`src/rtl/accel_servo_map.sv`:
```
// Purpose: 4-sample moving average of X/Y tilt, clamped and scaled into two 50 Hz servo PWM outputs.
// Latency: sample accepted at cycle t -> pending width ready at t+3; active width loads at next PWM period start.
// Backpressure: sample_ready low for 2 cycles after an accept; samples offered while not ready are dropped and flag overrun.
module accel_servo_map #(
    parameter int PERIOD   = 1000000,
    parameter int CENTER   = 75000,
    parameter int SCALE    = 100,
    parameter int CLAMP    = 250,
    parameter int AVG_LOG2 = 2
) (
    input  logic        clk,
    input  logic        rst,
    input  logic        enable,
    input  logic        sample_valid,
    output logic        sample_ready,
    input  logic [15:0] data_x,
    input  logic [15:0] data_y,
    output logic        servo_x,
    output logic        servo_y,
    output logic [19:0] width_x,
    output logic [19:0] width_y,
    output logic        overrun
);

    localparam int DEPTH = 1 << AVG_LOG2;
    localparam int SUM_W = 16 + AVG_LOG2;

    localparam logic [1:0] ST_IDLE  = 2'd0;
    localparam logic [1:0] ST_SUM   = 2'd1;
    localparam logic [1:0] ST_SCALE = 2'd2;

    logic [1:0]              state;
    logic signed [15:0]      lat_x, lat_y;
    logic signed [15:0]      ring_x [DEPTH];
    logic signed [15:0]      ring_y [DEPTH];
    logic [AVG_LOG2-1:0]     wr_ptr;
    logic signed [SUM_W-1:0] sum_x, sum_y;
    logic [19:0]             pend_x, pend_y;
    logic [19:0]             cnt;

    assign sample_ready = (state == ST_IDLE);

    // Average (floor division by shift), clamp, then map to a pulse width around CENTER.
    function automatic logic [19:0] to_width(input logic signed [SUM_W-1:0] sum);
        logic signed [SUM_W-1:0] avg;
        logic signed [31:0]      a;
        logic signed [31:0]      w;
        avg = sum >>> AVG_LOG2;
        a   = {{(32-SUM_W){avg[SUM_W-1]}}, avg};
        if (a > CLAMP)
            a = CLAMP;
        else if (a < -CLAMP)
            a = -CLAMP;
        w = CENTER + a * SCALE;
        return w[19:0];
    endfunction

    // Sample path: accept, update running sums/rings, then compute pending widths.
    always_ff @(posedge clk) begin
        if (rst) begin
            state   <= ST_IDLE;
            overrun <= 1'b0;
            wr_ptr  <= '0;
            sum_x   <= '0;
            sum_y   <= '0;
            lat_x   <= '0;
            lat_y   <= '0;
            pend_x  <= 20'(CENTER);
            pend_y  <= 20'(CENTER);
            for (int i = 0; i < DEPTH; i++) begin
                ring_x[i] <= '0;
                ring_y[i] <= '0;
            end
        end else begin
            if (sample_valid && !sample_ready)
                overrun <= 1'b1;
            case (state)
                ST_IDLE: begin
                    if (sample_valid) begin
                        lat_x <= data_x;
                        lat_y <= data_y;
                        state <= ST_SUM;
                    end
                end
                ST_SUM: begin
                    // Oldest sample leaves the window as the newest enters it.
                    sum_x <= sum_x + {{AVG_LOG2{lat_x[15]}}, lat_x}
                                   - {{AVG_LOG2{ring_x[wr_ptr][15]}}, ring_x[wr_ptr]};
                    sum_y <= sum_y + {{AVG_LOG2{lat_y[15]}}, lat_y}
                                   - {{AVG_LOG2{ring_y[wr_ptr][15]}}, ring_y[wr_ptr]};
                    ring_x[wr_ptr] <= lat_x;
                    ring_y[wr_ptr] <= lat_y;
                    wr_ptr <= wr_ptr + 1'b1;
                    state  <= ST_SCALE;
                end
                ST_SCALE: begin
                    pend_x <= to_width(sum_x);
                    pend_y <= to_width(sum_y);
                    state  <= ST_IDLE;
                end
                default: state <= ST_IDLE;
            endcase
        end
    end

    // PWM counter; active widths only reload at period start or while held disabled.
    always_ff @(posedge clk) begin
        if (rst) begin
            cnt     <= '0;
            width_x <= 20'(CENTER);
            width_y <= 20'(CENTER);
        end else if (!enable) begin
            cnt     <= '0;
            width_x <= pend_x;
            width_y <= pend_y;
        end else if (cnt == 20'(PERIOD - 1)) begin
            cnt     <= '0;
            width_x <= pend_x;
            width_y <= pend_y;
        end else begin
            cnt <= cnt + 20'd1;
        end
    end

    // Outputs are low while disabled or in reset, so the first enabled cycle (cnt = 0) is already high.
    assign servo_x = enable & ~rst & (cnt < width_x);
    assign servo_y = enable & ~rst & (cnt < width_y);

endmodule
```
`config.mk`:
```
export PLATFORM = sky130hd
export DESIGN_NAME = accel_servo_map
export DESIGN_NICKNAME = d
export VERILOG_FILES = /design/src/rtl/accel_servo_map.sv
export SDC_FILE = /design/constraint.sdc
export NUM_CORES = 1
export LEC_CHECK = 0
export CORE_MARGIN = 5
export CORE_UTILIZATION = 55
export DETAILED_ROUTE_END_ITERATION = 8
export PLACE_DENSITY = 0.73
export SLEW_MARGIN = 20
export SYNTH_ARGS = -nofsm -noshare
export SYNTH_HDL_FRONTEND = slang
export SYNTH_SLANG_ARGS = --single-unit
```
`constraint.sdc`:
```
create_clock -name clk -period 15.35 [get_ports clk]
set_clock_uncertainty 0.1 [all_clocks]
set_input_delay 3.07 -clock clk [delete_from_list [all_inputs] [get_ports clk]]
set_output_delay 3.07 -clock clk [all_outputs]
set_load 0.005 [all_outputs]
```
# After elaboration in Yosys (flattened, before gate mapping)
# Memory sizes are Yosys's and may differ from the RTL's. A register that Yosys moved wholly into a read port is not among the register bits.
# Cells that the tools add are included.
[totals] in_bits=36 out_inout_bits=44 ramBits=128 wordCells=76 regBits=173 mem_count=2
[classes] mux=29 order_cmp=6 reduce_logical=7 bitwise=5 n_mul=2 n_eq_ne=5 add_sub_neg=8
[mem_list] name="ring_x" depth=4 word_bits=16 rd=1 rd_ports_with_merged_regs=1 write_ports=4 line_no="34" source="logic signed [15:0] ring_x [DEPTH];"
[mem_list] name="ring_y" depth=4 word_bits=16 rd=1 rd_ports_with_merged_regs=1 write_ports=4 line_no="35" source="logic signed [15:0] ring_y [DEPTH];"
[ops] operator="2-to-1 mux 32 bit" count=8
[ops] operator="2-to-1 mux 20 bit" count=4
[ops] operator="multiplier 32 x 6 -> 18 bit (second input constant)" count=2
[ops] operator="adder 18 x 20 -> 20 bit (first input constant)" count=2
[ops] operator="less-than comparator 20 bit" count=2
[ops] operator="adder 18 bit" count=2
[ops] operator="subtractor 18 bit" count=2
[ops] operator="greater-than comparator 16 x 9 -> 1 bit (second input constant)" count=2
[ops] operator="less-than comparator 16 x 9 -> 1 bit (second input constant)" count=2
[ops] operator="2-to-1 mux 16 bit" count=2
[ops] operator="OR reduction 16 bit" count=2
[ops] operator="adder 20 x 1 -> 20 bit (second input constant)" count=1
[ops] operator="equality test 20 bit (second input constant)" count=1
[ops] operator="2-to-1 mux 2 bit" count=7
[ops] operator="2-to-1 mux 1 bit" count=7
[ops] operator="case mux 2 bit (2 select lines)" count=1
[ops] operator="bitwise AND 1 bit" count=3
[ops] operator="OR reduction 3 bit" count=1
[ops] operator="adder 2 x 1 -> 2 bit (second input constant)" count=1
[ops] operator="equality test 2 x 1 -> 1 bit (second input constant)" count=1
[ops] operator="equality test 2 bit (second input constant)" count=1
[ops] operator="zero test 2 bit" count=1
[ops] operator="inequality test 2 x 1 -> 1 bit (second input constant)" count=1
[ops] operator="inequality test 2 bit (second input constant)" count=1
[ops] operator="other kinds (4)" count=5

# Logic depth before layout (Yosys ltp)
[logic_depth] ltp_word=7 mapped_depth=22

# Least setup slack after synthesis
# Ideal clock, no wire load.
[synth_timing] path_kind="input to output" startpoint="input port rst" endpoint="output port servo_x" path_slack_ns=8.218 cell_stages=5 n_path_buf=2 arrival_time_ns=3.962 cell_sequence="clkbuf_1 > clkbuf_1 > nor3b_1 > o211ai_1 > o21ai_0"
[synth_via] elab_chain_len=3
[synth_lines] item="start, declared" line_no="12" source="input logic rst,"
[synth_lines] item="NOT 1 bit" line_no="126" source="assign servo_x = enable & ~rst & (cnt < width_x);"
[synth_lines] item="bitwise AND 1 bit (2 in a row)" line_no="126"
[synth_lines] item="end, declared" line_no="18" source="output logic servo_x,"
# Every way passes these cells.

# Worst setup path after layout
[layout_timing] startpoint="input port enable" endpoint="output port servo_x"
[layout_via] elab_chain_len=2
[layout_lines] item="start, declared" line_no="13" source="input logic enable,"
[layout_lines] item="bitwise AND 1 bit (2 in a row)" line_no="126"
# Every way passes these cells.

==> results.txt <==
The critical path's largest stage delay came out at roughly 560 ps. The max-capacitance violation count is 0. The sequential fraction of the synthesis area is 38.86%. The first-pass GRT wire length came out at roughly 70 mm. The number of flops mapped to enable cells by yosys came out at ~130. The total I/O pin count came out at 80.

Entering global routing, the biggest net connects 64 pins. STA classifies the critical path endpoint as a primary output. The via count of the first global-routing pass is ~14000. The worst reg-to-reg path cell count came out at 20.

The final weighted congestion of routability-driven global placement is 0.8734. For this run, the total global-route usage over all layers was measured as 21.46%. The die covers 0.03740 mm^2. The number of nets in the finished design is 2292.

The final cycle utilization of the critical path is 51.40%. Routed signal wires occupy layers up through met4. The highest clock rate is 126.8 MHz.

Among the stages of the critical path, the cell type that occurs most often is clkdlybuf4s50_1. Synthesis produced a netlist whose cell count is 1993. Among all cell types in the netlist, the one instantiated most often is nand2_1.

The initial antenna violation count came out at 0. The DRC marker count from the first detailed-route iteration came out at 783. The worst setup path is of the primary input to primary output kind.

The detail-routed via count per cell came out at 5.576. Global routing finished with a remaining overflow of 0. The flop and latch count out of synthesis is 295. The largest individual stage delay along the critical path comes from the cell clkdlybuf4s50_1. The number of endpoints with negative hold slack in the final report is 0. The slew at the pin closest to its max-slew limit is just over 1000 ps. The number of antenna diodes in the final layout is 0. Sorting the synthesized cells by how often they occur yields nand2_1, inv_1, nor2_1. Detailed placement ended at an HPWL of 29.59 mm. The number of core rows is 67. The final count of negative-setup-slack endpoints is 0. The routed via count is ~14000. The number of post-CTS setup repair buffers came out at 0. The clock tree root buffer cell is clkbuf_16.

The clock insertion delay at the later pin of the skew report is between 500 and 600 ps. The maximum level of the CTS H-tree is 1. Data on the critical path arrives at its endpoint at 4720 ps. Yosys attributes the largest share of cell area to edfxtp_1, dfxtp_1, ha_1. The area growth from synthesis to layout came out at 12.08%. The area of the core region is roughly 0.033 mm^2. The fraction of final layout cells with drive strength greater than 1 is 6.887%. The number of buffers inserted by hold repair at cts is 0.

The power density of the placed cells came out at 223.8 mW/mm^2. The normalized max-slew margin came out at 32.55%. The number of fillers in the final layout came out at between 2000 and 3000.

Wire segments on met2 add up to 19.43 mm in the final route. The final max-slew violation count came to 0. The quantity of gates resized following cts is 0.

After clock tree synthesis, the clock-pin slew on the worst setup and hold paths is 60 ps. The biggest area contributor in the post-synthesis netlist is edfxtp_1. The number of library cell types mapped by synthesis came out at 79. In the detailed route, the total length drawn on met3 is around 2.2 mm. The die span in y came out at 193.4 um. The clock net in this run drives a total of roughly 300 sinks. The worst hold path passes through 2 cells. The remaining number of nets flagged by the antenna check after routing came out at 0.

The longest clock path from root to sink contains 3 buffers. The cell area after technology mapping came out at 0.01850 mm^2. The worst setup path is launched from a primary input.

The met1 layer wirelength in the final routing came out at 18.42 mm. The min-delay analysis places its worst path in the category flop to flop. For this run, the share of the core covered by cells in the final layout is about 62%. The hold path startpoint is pend_y[17]$_SDFFE_PP0N_. The required time of the critical path is 12180 ps. In this run the horizontal extent of the chip is 193.4 um.

Across all register-to-register paths, the minimum setup slack is 9530 ps. The total wire length after detailed routing came out at 40.92 mm. The critical path starts at enable. Across the VDD grid, the largest voltage drop is 0.0002047 V. The share of flip-flops with an asynchronous set or reset came out at 0%. The number of port buffers is 75. For the final routed database, the setup TNS stands at 0 ps. Setup repair after global routing left no endpoint under its margin. For this configuration, the core starts out at a cell density of 55.44%.

Traced cell by cell, the critical path runs through clkdlybuf4s50_1, nor3b_1, o211ai_1, o21ai_0, clkdlybuf4s50_1. In this run the critical register-to-register path is launched from sum_y[3]$_SDFFE_PP0P_. The largest fanout on the critical path is 4.

After layout, the minimum clock period comes to 7889 ps. The analysis attributes to cell leakage a power of between 8 and 9 nW. The total DRC errors in the routed layout came out at 0. The number of iterations in the first detailed-routing pass is 5.

The run finished with clean final reports. During synthesis, Yosys emitted a total of 0 warnings. The TritonCTS buffer count came out at 30.

After detailed routing, the average wire length per cell comes to between 15 and 20 um. The total chip power came out at 4.639 mW. For this run, the leading register cell type out of synthesis is dfxtp_1. The CTS tree is done. The fraction of synthesized cell area taken by the top area cell type came out at 20.78%. Dividing the synthesized area by the synthesized cell count gives 9.281 um^2.
## kinds of logic after synthesis
| logic type | count (synthesis) | synth area share (%) |
|---|---|---|
| compound gates | 360 | 12.71 |
| xor+xnor | 87 | 4.120 |
| fa+ha+maj | 217 | 16.87 |
| buf+inv | 325 | 6.704 |
| flops | 295 | 38.86 |
| mux | 39 | 4.289 |
| other cells | 1 | 0.02027 |
| simple gates | 669 | 16.43 |
## metal layers
metal | up-vias | global-route usage (%)
met5 | - | 0
met4 | 0 | 5.140
met1 | 6665 | 29.16
li1 | 6917 | -
met2 | 347 | 36.79
met3 | 66 | 2.853
## area by class of cell
type                       instances  area (um^2)  share of cell area [%]
multi-input combinational       1376        10140                   48.90
tap                              448        560.5                   2.704
timing repair buffer              91        868.3                   4.189
inverter                         245        919.6                   4.436
clock buffer                      35        820.8                   3.959
clock inverter                    20        236.5                   1.141
sequential                       295         7188                   34.67
## state kept, by name (all words and copies together) (netlist names), named ones only
name     count
pend_x      18
wr_ptr       2
overrun      1
sum_x       18
ring_y      64
ring_x      64
pend_y      18
lat_x       16
sum_y       18
width_y     18
cnt         20
width_x     18
lat_y       16
state        2
## cells in the final DEF, fill, tap and decap left out, types with 15 or more instances in the layout
master           Yosys  layout
nand2_1            258     258
nand4_1             16      16
and2_1              42      41
a211oi_1            19      19
clkdlybuf4s50_1      0      74
o21ai_0             59      56
dfxtp_1            167     166
and3_1              15      15
ha_1               163     163
o21a_1              16      16
xor2_1              34      34
inv_1              244     244
o211ai_1            38      38
a21oi_1            127     127
fa_1                54      54
nor2_1             197     196
mux4_2              32      32
buf_4                4      17
nand3_1             33      33
xnor2_1             53      53
a21o_1              21      21
nor3_1              30      30
clkbuf_16            0      31
edfxtp_1           128     128
## stage by stage
step | cell area [um^2] | setup slack (ps) | cells | hold slack [ps]
global placement | 19670 | 7447 | 2455 | 337.9
global route | 20730 | 7358 | 2510 | 372.9
CTS | 20720 | 7457 | 2510 | 352.6
floorplan | 18510 | 8218 | 1996 | 325.6
finish | 20730 | 7461 | 2510 | 352.0
detailed placement | 19670 | 7462 | 2455 | 345.2
## power breakdown
group	internal (mW)	switching [mW]	total (mW)
sequential	0.870	0.0394	0.909
combinational	1.26	1.69	2.95
clock	0.466	0.313	0.779
## worst max-delay path: cells and delay by family
family | cells | cell delay, ps
AND/OR/NAND/NOR | 1 | 280
AO/OA/AOI/OAI | 2 | 280
buffers and inverters | 2 | 1080
## worst paths after layout
kind,end
max reg2reg,pend_y[17]$_SDFFE_PP0N_
max,servo_x
min,pend_y[17]$_SDFFE_PP0N_
min reg2reg,pend_y[17]$_SDFFE_PP0N_
Note: power is estimated with default switching activity, not from simulation.
